`src/rtl/exec_alu_mc_if.sv`:
```
// Handshake and operand bus for the multi-cycle execute-stage ALU.
// The master drives the op request, and the slave (the ALU) returns the registered result and flags.
interface exec_alu_mc_if #(
  parameter int WIDTH = 16
);
  logic             in_valid;
  logic             in_ready;
  logic [3:0]       op;
  logic [WIDTH-1:0] src;
  logic [WIDTH-1:0] dst;
  logic [WIDTH-1:0] in_port;
  logic             flush;
  logic             ccr_load;
  logic [2:0]       ccr_in;
  logic             out_valid;
  logic [WIDTH-1:0] result;
  logic [2:0]       ccr;
  logic             busy;

  modport master (
    output in_valid, op, src, dst, in_port, flush, ccr_load, ccr_in,
    input  in_ready, out_valid, result, ccr, busy
  );

  modport slave (
    input  in_valid, op, src, dst, in_port, flush, ccr_load, ccr_in,
    output in_ready, out_valid, result, ccr, busy
  );
endinterface

```
`src/rtl/exec_alu_mc.sv`:
```
// Execute-stage ALU with a registered result and {C,N,Z} condition codes.
// Most ops complete in one cycle. SHL/SHR shift one bit per cycle, and MUL runs a
// WIDTH-step shift-add. The block drops in_ready while a multi-cycle op is running,
// which lets the pipeline stall.
module exec_alu_mc #(
  parameter int WIDTH = 16,
  parameter int SHW   = $clog2(WIDTH)
) (
  input logic          clk,
  input logic          rst,
  exec_alu_mc_if.slave bus
);
  localparam int CW = SHW + 1;

  localparam logic [1:0] S_IDLE  = 2'd0;
  localparam logic [1:0] S_SHIFT = 2'd1;
  localparam logic [1:0] S_MUL   = 2'd2;

  localparam logic [3:0] OP_ADD  = 4'd0;
  localparam logic [3:0] OP_SUB  = 4'd1;
  localparam logic [3:0] OP_AND  = 4'd2;
  localparam logic [3:0] OP_OR   = 4'd3;
  localparam logic [3:0] OP_NOT  = 4'd4;
  localparam logic [3:0] OP_INC  = 4'd5;
  localparam logic [3:0] OP_DEC  = 4'd6;
  localparam logic [3:0] OP_SHL  = 4'd7;
  localparam logic [3:0] OP_SHR  = 4'd8;
  localparam logic [3:0] OP_MUL  = 4'd9;
  localparam logic [3:0] OP_PASS = 4'd10;
  localparam logic [3:0] OP_IN   = 4'd11;

  localparam logic [WIDTH-1:0] ONE = WIDTH'(1);

  logic [1:0]       state_q, state_d;
  logic [CW-1:0]    cnt_q, cnt_d;
  logic [WIDTH-1:0] work_q, work_d;     // value being shifted
  logic             shl_q, shl_d;       // shift direction: 1 = left
  logic [WIDTH-1:0] mcand_q, mcand_d;   // multiplicand
  logic [WIDTH-1:0] acc_hi_q, acc_hi_d; // upper half of the 2*WIDTH product
  logic [WIDTH-1:0] acc_lo_q, acc_lo_d; // multiplier, replaced by the product's low half
  logic [WIDTH-1:0] result_q, result_d;
  logic [2:0]       ccr_q, ccr_d;       // {C,N,Z}
  logic             out_valid_q, out_valid_d;

  logic [SHW-1:0]   n_s;
  logic [WIDTH:0]   sum_s;
  logic [WIDTH:0]   psum_s;
  logic [WIDTH-1:0] fin_res_s;
  logic             fin_c_s;
  logic             fin_zn_s;
  logic             fin_cu_s;
  logic             fin_done_s;

  assign n_s           = bus.src[SHW-1:0];
  assign bus.in_ready  = (state_q == S_IDLE);
  assign bus.busy      = (state_q != S_IDLE);
  assign bus.out_valid = out_valid_q;
  assign bus.result    = result_q;
  assign bus.ccr       = ccr_q;

  // Next-state, datapath step and flag update for the accept and iterate phases.
  always_comb begin
    state_d     = state_q;
    cnt_d       = cnt_q;
    work_d      = work_q;
    shl_d       = shl_q;
    mcand_d     = mcand_q;
    acc_hi_d    = acc_hi_q;
    acc_lo_d    = acc_lo_q;
    result_d    = result_q;
    ccr_d       = ccr_q;
    out_valid_d = 1'b0;
    sum_s       = {(WIDTH+1){1'b0}};
    psum_s      = {(WIDTH+1){1'b0}};
    fin_res_s   = {WIDTH{1'b0}};
    fin_c_s     = 1'b0;
    fin_zn_s    = 1'b0;
    fin_cu_s    = 1'b0;
    fin_done_s  = 1'b0;

    case (state_q)
      S_IDLE: begin
        if (bus.in_valid && !bus.flush) begin
          case (bus.op)
            OP_ADD: begin
              sum_s      = {1'b0, bus.src} + {1'b0, bus.dst};
              fin_res_s  = sum_s[WIDTH-1:0];
              fin_c_s    = sum_s[WIDTH];
              fin_zn_s   = 1'b1;
              fin_cu_s   = 1'b1;
              fin_done_s = 1'b1;
            end
            OP_SUB: begin
              // The extra top bit of the widened difference is the borrow (dst < src).
              sum_s      = {1'b0, bus.dst} - {1'b0, bus.src};
              fin_res_s  = sum_s[WIDTH-1:0];
              fin_c_s    = sum_s[WIDTH];
              fin_zn_s   = 1'b1;
              fin_cu_s   = 1'b1;
              fin_done_s = 1'b1;
            end
            OP_AND: begin
              fin_res_s  = bus.src & bus.dst;
              fin_zn_s   = 1'b1;
              fin_done_s = 1'b1;
            end
            OP_OR: begin
              fin_res_s  = bus.src | bus.dst;
              fin_zn_s   = 1'b1;
              fin_done_s = 1'b1;
            end
            OP_NOT: begin
              fin_res_s  = ~bus.dst;
              fin_zn_s   = 1'b1;
              fin_done_s = 1'b1;
            end
            OP_INC: begin
              fin_res_s  = bus.dst + ONE;
              fin_c_s    = &bus.dst;
              fin_zn_s   = 1'b1;
              fin_cu_s   = 1'b1;
              fin_done_s = 1'b1;
            end
            OP_DEC: begin
              fin_res_s  = bus.dst - ONE;
              fin_c_s    = ~|bus.dst;
              fin_zn_s   = 1'b1;
              fin_cu_s   = 1'b1;
              fin_done_s = 1'b1;
            end
            OP_SHL, OP_SHR: begin
              if (n_s == {SHW{1'b0}}) begin
                // A zero shift leaves the value unchanged. It finishes at once and keeps C.
                fin_res_s  = bus.dst;
                fin_zn_s   = 1'b1;
                fin_done_s = 1'b1;
              end else begin
                state_d = S_SHIFT;
                cnt_d   = {1'b0, n_s};
                work_d  = bus.dst;
                shl_d   = (bus.op == OP_SHL);
              end
            end
            OP_MUL: begin
              state_d  = S_MUL;
              cnt_d    = CW'(WIDTH);
              mcand_d  = bus.src;
              acc_hi_d = {WIDTH{1'b0}};
              acc_lo_d = bus.dst;
            end
            OP_PASS: begin
              fin_res_s  = bus.src;
              fin_done_s = 1'b1;
            end
            OP_IN: begin
              fin_res_s  = bus.in_port;
              fin_done_s = 1'b1;
            end
            default: begin
              fin_res_s  = {WIDTH{1'b0}};
              fin_done_s = 1'b1;
            end
          endcase
        end else begin
          state_d = S_IDLE;
        end
      end

      S_SHIFT: begin
        if (bus.flush) begin
          state_d = S_IDLE;
        end else begin
          if (shl_q) begin
            work_d  = {work_q[WIDTH-2:0], 1'b0};
            fin_c_s = work_q[WIDTH-1];
          end else begin
            work_d  = {1'b0, work_q[WIDTH-1:1]};
            fin_c_s = work_q[0];
          end
          cnt_d = cnt_q - CW'(1);
          if (cnt_q == CW'(1)) begin
            state_d    = S_IDLE;
            fin_res_s  = work_d;
            fin_zn_s   = 1'b1;
            fin_cu_s   = 1'b1;
            fin_done_s = 1'b1;
          end else begin
            state_d = S_SHIFT;
          end
        end
      end

      S_MUL: begin
        if (bus.flush) begin
          state_d = S_IDLE;
        end else begin
          // Conditional add into a WIDTH+1-bit partial sum. The {carry, hi, lo} product then shifts right.
          if (acc_lo_q[0]) begin
            psum_s = {1'b0, acc_hi_q} + {1'b0, mcand_q};
          end else begin
            psum_s = {1'b0, acc_hi_q};
          end
          acc_hi_d = psum_s[WIDTH:1];
          acc_lo_d = {psum_s[0], acc_lo_q[WIDTH-1:1]};
          cnt_d    = cnt_q - CW'(1);
          if (cnt_q == CW'(1)) begin
            state_d    = S_IDLE;
            fin_res_s  = acc_lo_d;
            fin_c_s    = |acc_hi_d;
            fin_zn_s   = 1'b1;
            fin_cu_s   = 1'b1;
            fin_done_s = 1'b1;
          end else begin
            state_d = S_MUL;
          end
        end
      end

      default: begin
        state_d = S_IDLE;
      end
    endcase

    if (fin_done_s) begin
      result_d    = fin_res_s;
      out_valid_d = 1'b1;
      if (fin_zn_s) begin
        ccr_d[1] = fin_res_s[WIDTH-1];
        ccr_d[0] = (fin_res_s == {WIDTH{1'b0}});
      end else begin
        ccr_d[1:0] = ccr_q[1:0];
      end
      if (fin_cu_s) begin
        ccr_d[2] = fin_c_s;
      end else begin
        ccr_d[2] = ccr_q[2];
      end
    end else begin
      result_d = result_q;
    end

    // An RTI restore overrides any flags produced by an op completing on the same edge.
    if (bus.ccr_load) begin
      ccr_d = bus.ccr_in;
    end else begin
      ccr_d = ccr_d;
    end
  end

  // State, datapath and output registers. An asynchronous reset discards any partial work.
  always_ff @(posedge clk or posedge rst) begin
    if (rst) begin
      state_q     <= S_IDLE;
      cnt_q       <= {CW{1'b0}};
      work_q      <= {WIDTH{1'b0}};
      shl_q       <= 1'b0;
      mcand_q     <= {WIDTH{1'b0}};
      acc_hi_q    <= {WIDTH{1'b0}};
      acc_lo_q    <= {WIDTH{1'b0}};
      result_q    <= {WIDTH{1'b0}};
      ccr_q       <= 3'b000;
      out_valid_q <= 1'b0;
    end else begin
      state_q     <= state_d;
      cnt_q       <= cnt_d;
      work_q      <= work_d;
      shl_q       <= shl_d;
      mcand_q     <= mcand_d;
      acc_hi_q    <= acc_hi_d;
      acc_lo_q    <= acc_lo_d;
      result_q    <= result_d;
      ccr_q       <= ccr_d;
      out_valid_q <= out_valid_d;
    end
  end
endmodule

```
`src/flat_wrapper.sv`:
```
// flat-port wrapper written by rule: the top's interface ports become plain ports
module exec_alu_mc_flat 
#(
  parameter int WIDTH = 16,
  parameter int SHW   = $clog2(WIDTH)
)
  (clk, rst, bus_in_valid, bus_op, bus_src, bus_dst, bus_in_port, bus_flush, bus_ccr_load, bus_ccr_in, bus_in_ready, bus_out_valid, bus_result, bus_ccr, bus_busy);
  exec_alu_mc_if #(.WIDTH(WIDTH)) bus_i ();
  input logic clk;
  input logic rst;
  input wire logic [$bits(bus_i.in_valid)-1:0] bus_in_valid;
  input wire logic [$bits(bus_i.op)-1:0] bus_op;
  input wire logic [$bits(bus_i.src)-1:0] bus_src;
  input wire logic [$bits(bus_i.dst)-1:0] bus_dst;
  input wire logic [$bits(bus_i.in_port)-1:0] bus_in_port;
  input wire logic [$bits(bus_i.flush)-1:0] bus_flush;
  input wire logic [$bits(bus_i.ccr_load)-1:0] bus_ccr_load;
  input wire logic [$bits(bus_i.ccr_in)-1:0] bus_ccr_in;
  output wire logic [$bits(bus_i.in_ready)-1:0] bus_in_ready;
  output wire logic [$bits(bus_i.out_valid)-1:0] bus_out_valid;
  output wire logic [$bits(bus_i.result)-1:0] bus_result;
  output wire logic [$bits(bus_i.ccr)-1:0] bus_ccr;
  output wire logic [$bits(bus_i.busy)-1:0] bus_busy;
  assign bus_i.in_valid = bus_in_valid;
  assign bus_i.op = bus_op;
  assign bus_i.src = bus_src;
  assign bus_i.dst = bus_dst;
  assign bus_i.in_port = bus_in_port;
  assign bus_i.flush = bus_flush;
  assign bus_i.ccr_load = bus_ccr_load;
  assign bus_i.ccr_in = bus_ccr_in;
  assign bus_in_ready = bus_i.in_ready;
  assign bus_out_valid = bus_i.out_valid;
  assign bus_result = bus_i.result;
  assign bus_ccr = bus_i.ccr;
  assign bus_busy = bus_i.busy;
  exec_alu_mc #(.WIDTH(WIDTH), .SHW(SHW)) u_core (.clk(clk), .rst(rst), .bus(bus_i));
endmodule
```
`config.mk`:
```
export PLATFORM = sky130hd
export DESIGN_NAME = exec_alu_mc_flat
export DESIGN_NICKNAME = d
export VERILOG_FILES = /design/src/rtl/exec_alu_mc_if.sv /design/src/rtl/exec_alu_mc.sv /design/src/flat_wrapper.sv
export SDC_FILE = /design/constraint.sdc
export NUM_CORES = 1
export LEC_CHECK = 0
export BUFFER_PORTS_ARGS = -buffer_cell sky130_fd_sc_hd__buf_2
export CAP_MARGIN = 20
export CORE_MARGIN = 2
export CORE_UTILIZATION = 25
export DETAILED_ROUTE_END_ITERATION = 10
export GPL_ROUTABILITY_DRIVEN = 0
export PLACE_DENSITY = 0.47
export SYNTH_ARGS = -nofsm -noshare
export SYNTH_HDL_FRONTEND = slang
export SYNTH_SLANG_ARGS = --single-unit
```
`constraint.sdc`:
```
create_clock -name clk -period 8.05 [get_ports clk]
set_input_delay 1.2075 -clock clk [delete_from_list [all_inputs] [get_ports clk]]
set_output_delay 1.2075 -clock clk [all_outputs]
set_load 0.02 [all_outputs]
```
==> flow_summary_export.csv <==
group,metric,value,unit
clock_tree,numCtsBuffers,9,
sta,layout_min_cycle_time,5270,ps
place,numPortBuffers,81,
synthesis,yosysTopAreaCell,"dfrtp_1",
worst_setup_path,critPathSlowestCell,"nand4bb_1",
sta,fin_ws,2780,ps
synthesis,synthFlopType,"dfrtp_1",
sta,slew_viol_final,0,
pwr,powerDensity,160,mW/mm^2
sta,worst_clock_skew,17.4,ps
synthesis,synth_seq_cells,92,
synthesis,synth.top_cell.area_share,24.8,%
worst_setup_path,crit_fanout,45,
clock_tree,clk_pin_slew,70,ps
sta,tns,0,ps
die,core,0.0366,mm^2
synthesis,synthTopCellsByArea,"dfrtp_1, ha_1, mux2_2, nand2_1, o21ai_0",
sta,rsz0062_at_grt,"false",
clock_tree,cts_setup_buffers,0,
routing,viasPerCell,5.57,
global_route,track_usage,19.5,%
worst_setup_path,critPathLaunchType,"primary input",
place,pre_cts_ws,2530,ps
die,die_area,0.0387,mm^2
pwr,p_leak,4.49,nW
layout,syn_to_final_growth,11.2,%
die,start_util,25.4,%
routing,ant_nets,0,
layout,final.fill_count,4012,
synthesis,synth-compound-area-share,24.8,%
place,dp_hpwl,29200,um
pwr,max-vdd-ir-drop,0.0000953,V
worst_setup_path,critPathKind,"primary input to flip-flop",
outcome,status,"complete, no violations",
min_path,holdCritPathClass,"flip-flop to flip-flop",
clock_tree,ctsResizeCount,0,
global_route,grt_pass1_vias,8666,
worst_setup_path,critPathMaxStageDelay,780,ps
synthesis,synth-simple-area-share,21.2,%
synthesis,synthXorXnorAreaFrac,2.45,%
synthesis,synth-warning-count,0,
die,io_pins,82,
synthesis,synth_top_family_by_area,"compound AO/OA/AOI/OAI gates",
sta,max_freq,0.190,GHz
synthesis,synth-async-reset-ratio,100,%
routing,wirelength,38000,um
worst_setup_path,path_cells,"buf_2 -> nand4bb_1 -> a2111oi_0 -> mux2i_1 -> nand4_1 -> a211oi_1 -> o21bai_1 -> or4_1 -> or4_1 -> or4_1 -> o31ai_2",
routing,dr.first_iter.drc_count,881,
clock_tree,cts_htree_levels,3,
synthesis,muxShareOfSynthArea,10.3,%
worst_setup_path,cpMostUsedCell,"or4_1",
synthesis,netlist_instances,1158,
layout,layout-drive-gt1-share,15.5,%
clock_tree,clock-sinks,92,
clock_tree,cts_hold_buf,0,
synthesis,synth_edf_count,0,
sta,tightest_slew,1180,ps
synthesis,syn-num-nets,1292,
global_route,grt_max_degree,72,
layout,nets,1320,
global_route,grt_pass1_wl,56800,um
routing,drcViolationCount,0,
clock_tree,clockRootBuffer,"clkbuf_16",
synthesis,syn_avg_cell_area,8.02,um^2
synthesis,synth_fa_ha_area_share,10.2,%
synthesis,synth_cell_type_count,87,
sta,hold_ws,490,ps
worst_setup_path,worstPathRequired,8320,ps
routing,vias,9232,
sta,period_share,65.4,%
global_route,grt-ovfl-total,0,
run,drv_cap,0,
global_route,antenna_found_initial,0,
sta,setup_viol,0,
sta,maxSlewHeadroom,21.6,%
die,die_h,197,um
die,rows,70,
worst_setup_path,worstSetupEndpointType,"flip-flop",
routing,dr.pass1.iters,5,
clock_tree,cts_tree,"yes",
sta,hold_viol_final,0,
routing,wl_per_cell,22.9,um
synthesis,synth_area,0.00929,mm^2
clock_tree,clockBufferDepth,2,
clock_tree,clk_latency,370,ps
synthesis,synth_seq_area_share,24.8,%
worst_setup_path,cp.arrival,5540,ps
die,dieWidth,197,um
[state kept, by name, indices dropped and copies added, names as in the netlist, 2 cells and up]
name and count:
u_core.acc_hi_q 16, u_core.acc_lo_q 16, u_core.bus.ccr 3, u_core.bus.result 16
u_core.cnt_q 5, u_core.mcand_q 16, u_core.state_q 2, u_core.work_q 16
[metrics by stage]
stage / std cells / cell area [um^2] / utilization, % / power [mW]
global placement: 1643 / 10100 / 27.5 / 1.24
detailed placement: 1643 / 10100 / 27.5 / 1.24
floorplan: 1158 / 9290 / - / 1.04
CTS: 1657 / 10300 / 28.2 / 1.65
finish: 1658 / 10300 / 28.2 / 1.65
global route: 1657 / 10300 / 28.2 / 1.75
[report_power, final]
part | total, mW | switching (mW) | internal (mW) | leakage [nW]
clock | 0.409 | 0.194 | 0.215 | 0.134
sequential | 0.624 | 0.0717 | 0.553 | 1.17
combinational | 0.616 | 0.376 | 0.240 | 3.19
total | 1.65 | 0.642 | 1.01 | 4.49
[logic make-up after synthesis]
| kind of cell | count (synthesis) |
|---|---|
| AOI/OAI and AO/OA | 346 |
| xor gates and xnor gates | 26 |
| DFF | 92 |
| adders and majority gates | 74 |
| and+or+nand+nor | 393 |
| buffers and inverters | 141 |
| muxes | 86 |
[Yosys cell counts, types with 11 or more instances]
cell type	number
nand2_1	132
nor2_1	95
dfrtp_1	92
o21ai_0	80
a21oi_1	71
ha_1	71
inv_1	62
clkbuf_1	58
mux2_2	46
mux2i_1	37
a31oi_1	28
nor3_1	27
xnor2_1	21
nand3_1	20
a21o_1	19
o211ai_1	14
nand2b_1	13
nor2b_1	13
nor4_1	13
o22ai_1	13
or4_1	11
[critical path: cells and delay by family]
kind,cells,cell delay [ps]
AO/OA/AOI/OAI,4,1290
AND/OR/NAND/NOR,5,2360
multiplexers,1,260
buffers and inverters,1,400
[placed cells by master, fill, tap and decap left out, types with 12 or more instances in the layout]
cell and count:
buf_2 81, xnor2_1 21, o211ai_1 14, o22ai_1 13, nor2b_1 12, buf_4 15
nor2_1 95, mux2_2 46, o21ai_0 80, nor3_1 27, nand2_1 132, inv_1 61
a21oi_1 70, a21o_1 19, nand2b_1 13, dfrtp_1 92, ha_1 71, nand3_1 20
a31oi_1 28, nor4_1 12, mux2i_1 37
[layout make-up]
cell class                      count  area [um^2]  area share, %
Inverter                           62          235           2.28
Antenna cell                        1         2.50         0.0242
Tap cell                          468          586           5.67
Multi-Input combinational cell    925         6420           62.2
Timing Repair Buffer               96          518           5.01
Sequential cell                    92         2300           22.3
Clock inverter                      4         27.5          0.266
Clock buffer                       10          239           2.31
[per-layer routing]
metal / up-vias / global-route usage (%) / part of all wire [%]
met5: - / 0 / 0
met4: 0 / 7.49 / 3.7
met3: 66 / 2.81 / 6.4
met2: 373 / 31.2 / 45
met1: 4482 / 26.5 / 45
li1: 4311 / - / -
[worst paths after layout]
path,startpoint,end,slack (ps),cells past startpoint
setup / recovery,bus_op[3],u_core.bus.ccr[0],2780,11
hold / removal,u_core.acc_lo_q[7],u_core.acc_lo_q[7],490,2
setup reg to reg,u_core.cnt_q[1],u_core.bus.ccr[0],3220,13
hold reg to reg,u_core.acc_lo_q[7],u_core.acc_lo_q[7],490,2
max in group asynchronous,rst,u_core.mcand_q[7],5980,3
min in group asynchronous,rst,u_core.acc_hi_q[0],800,2
No activity file was read; power rests on OpenSTA's default activity.
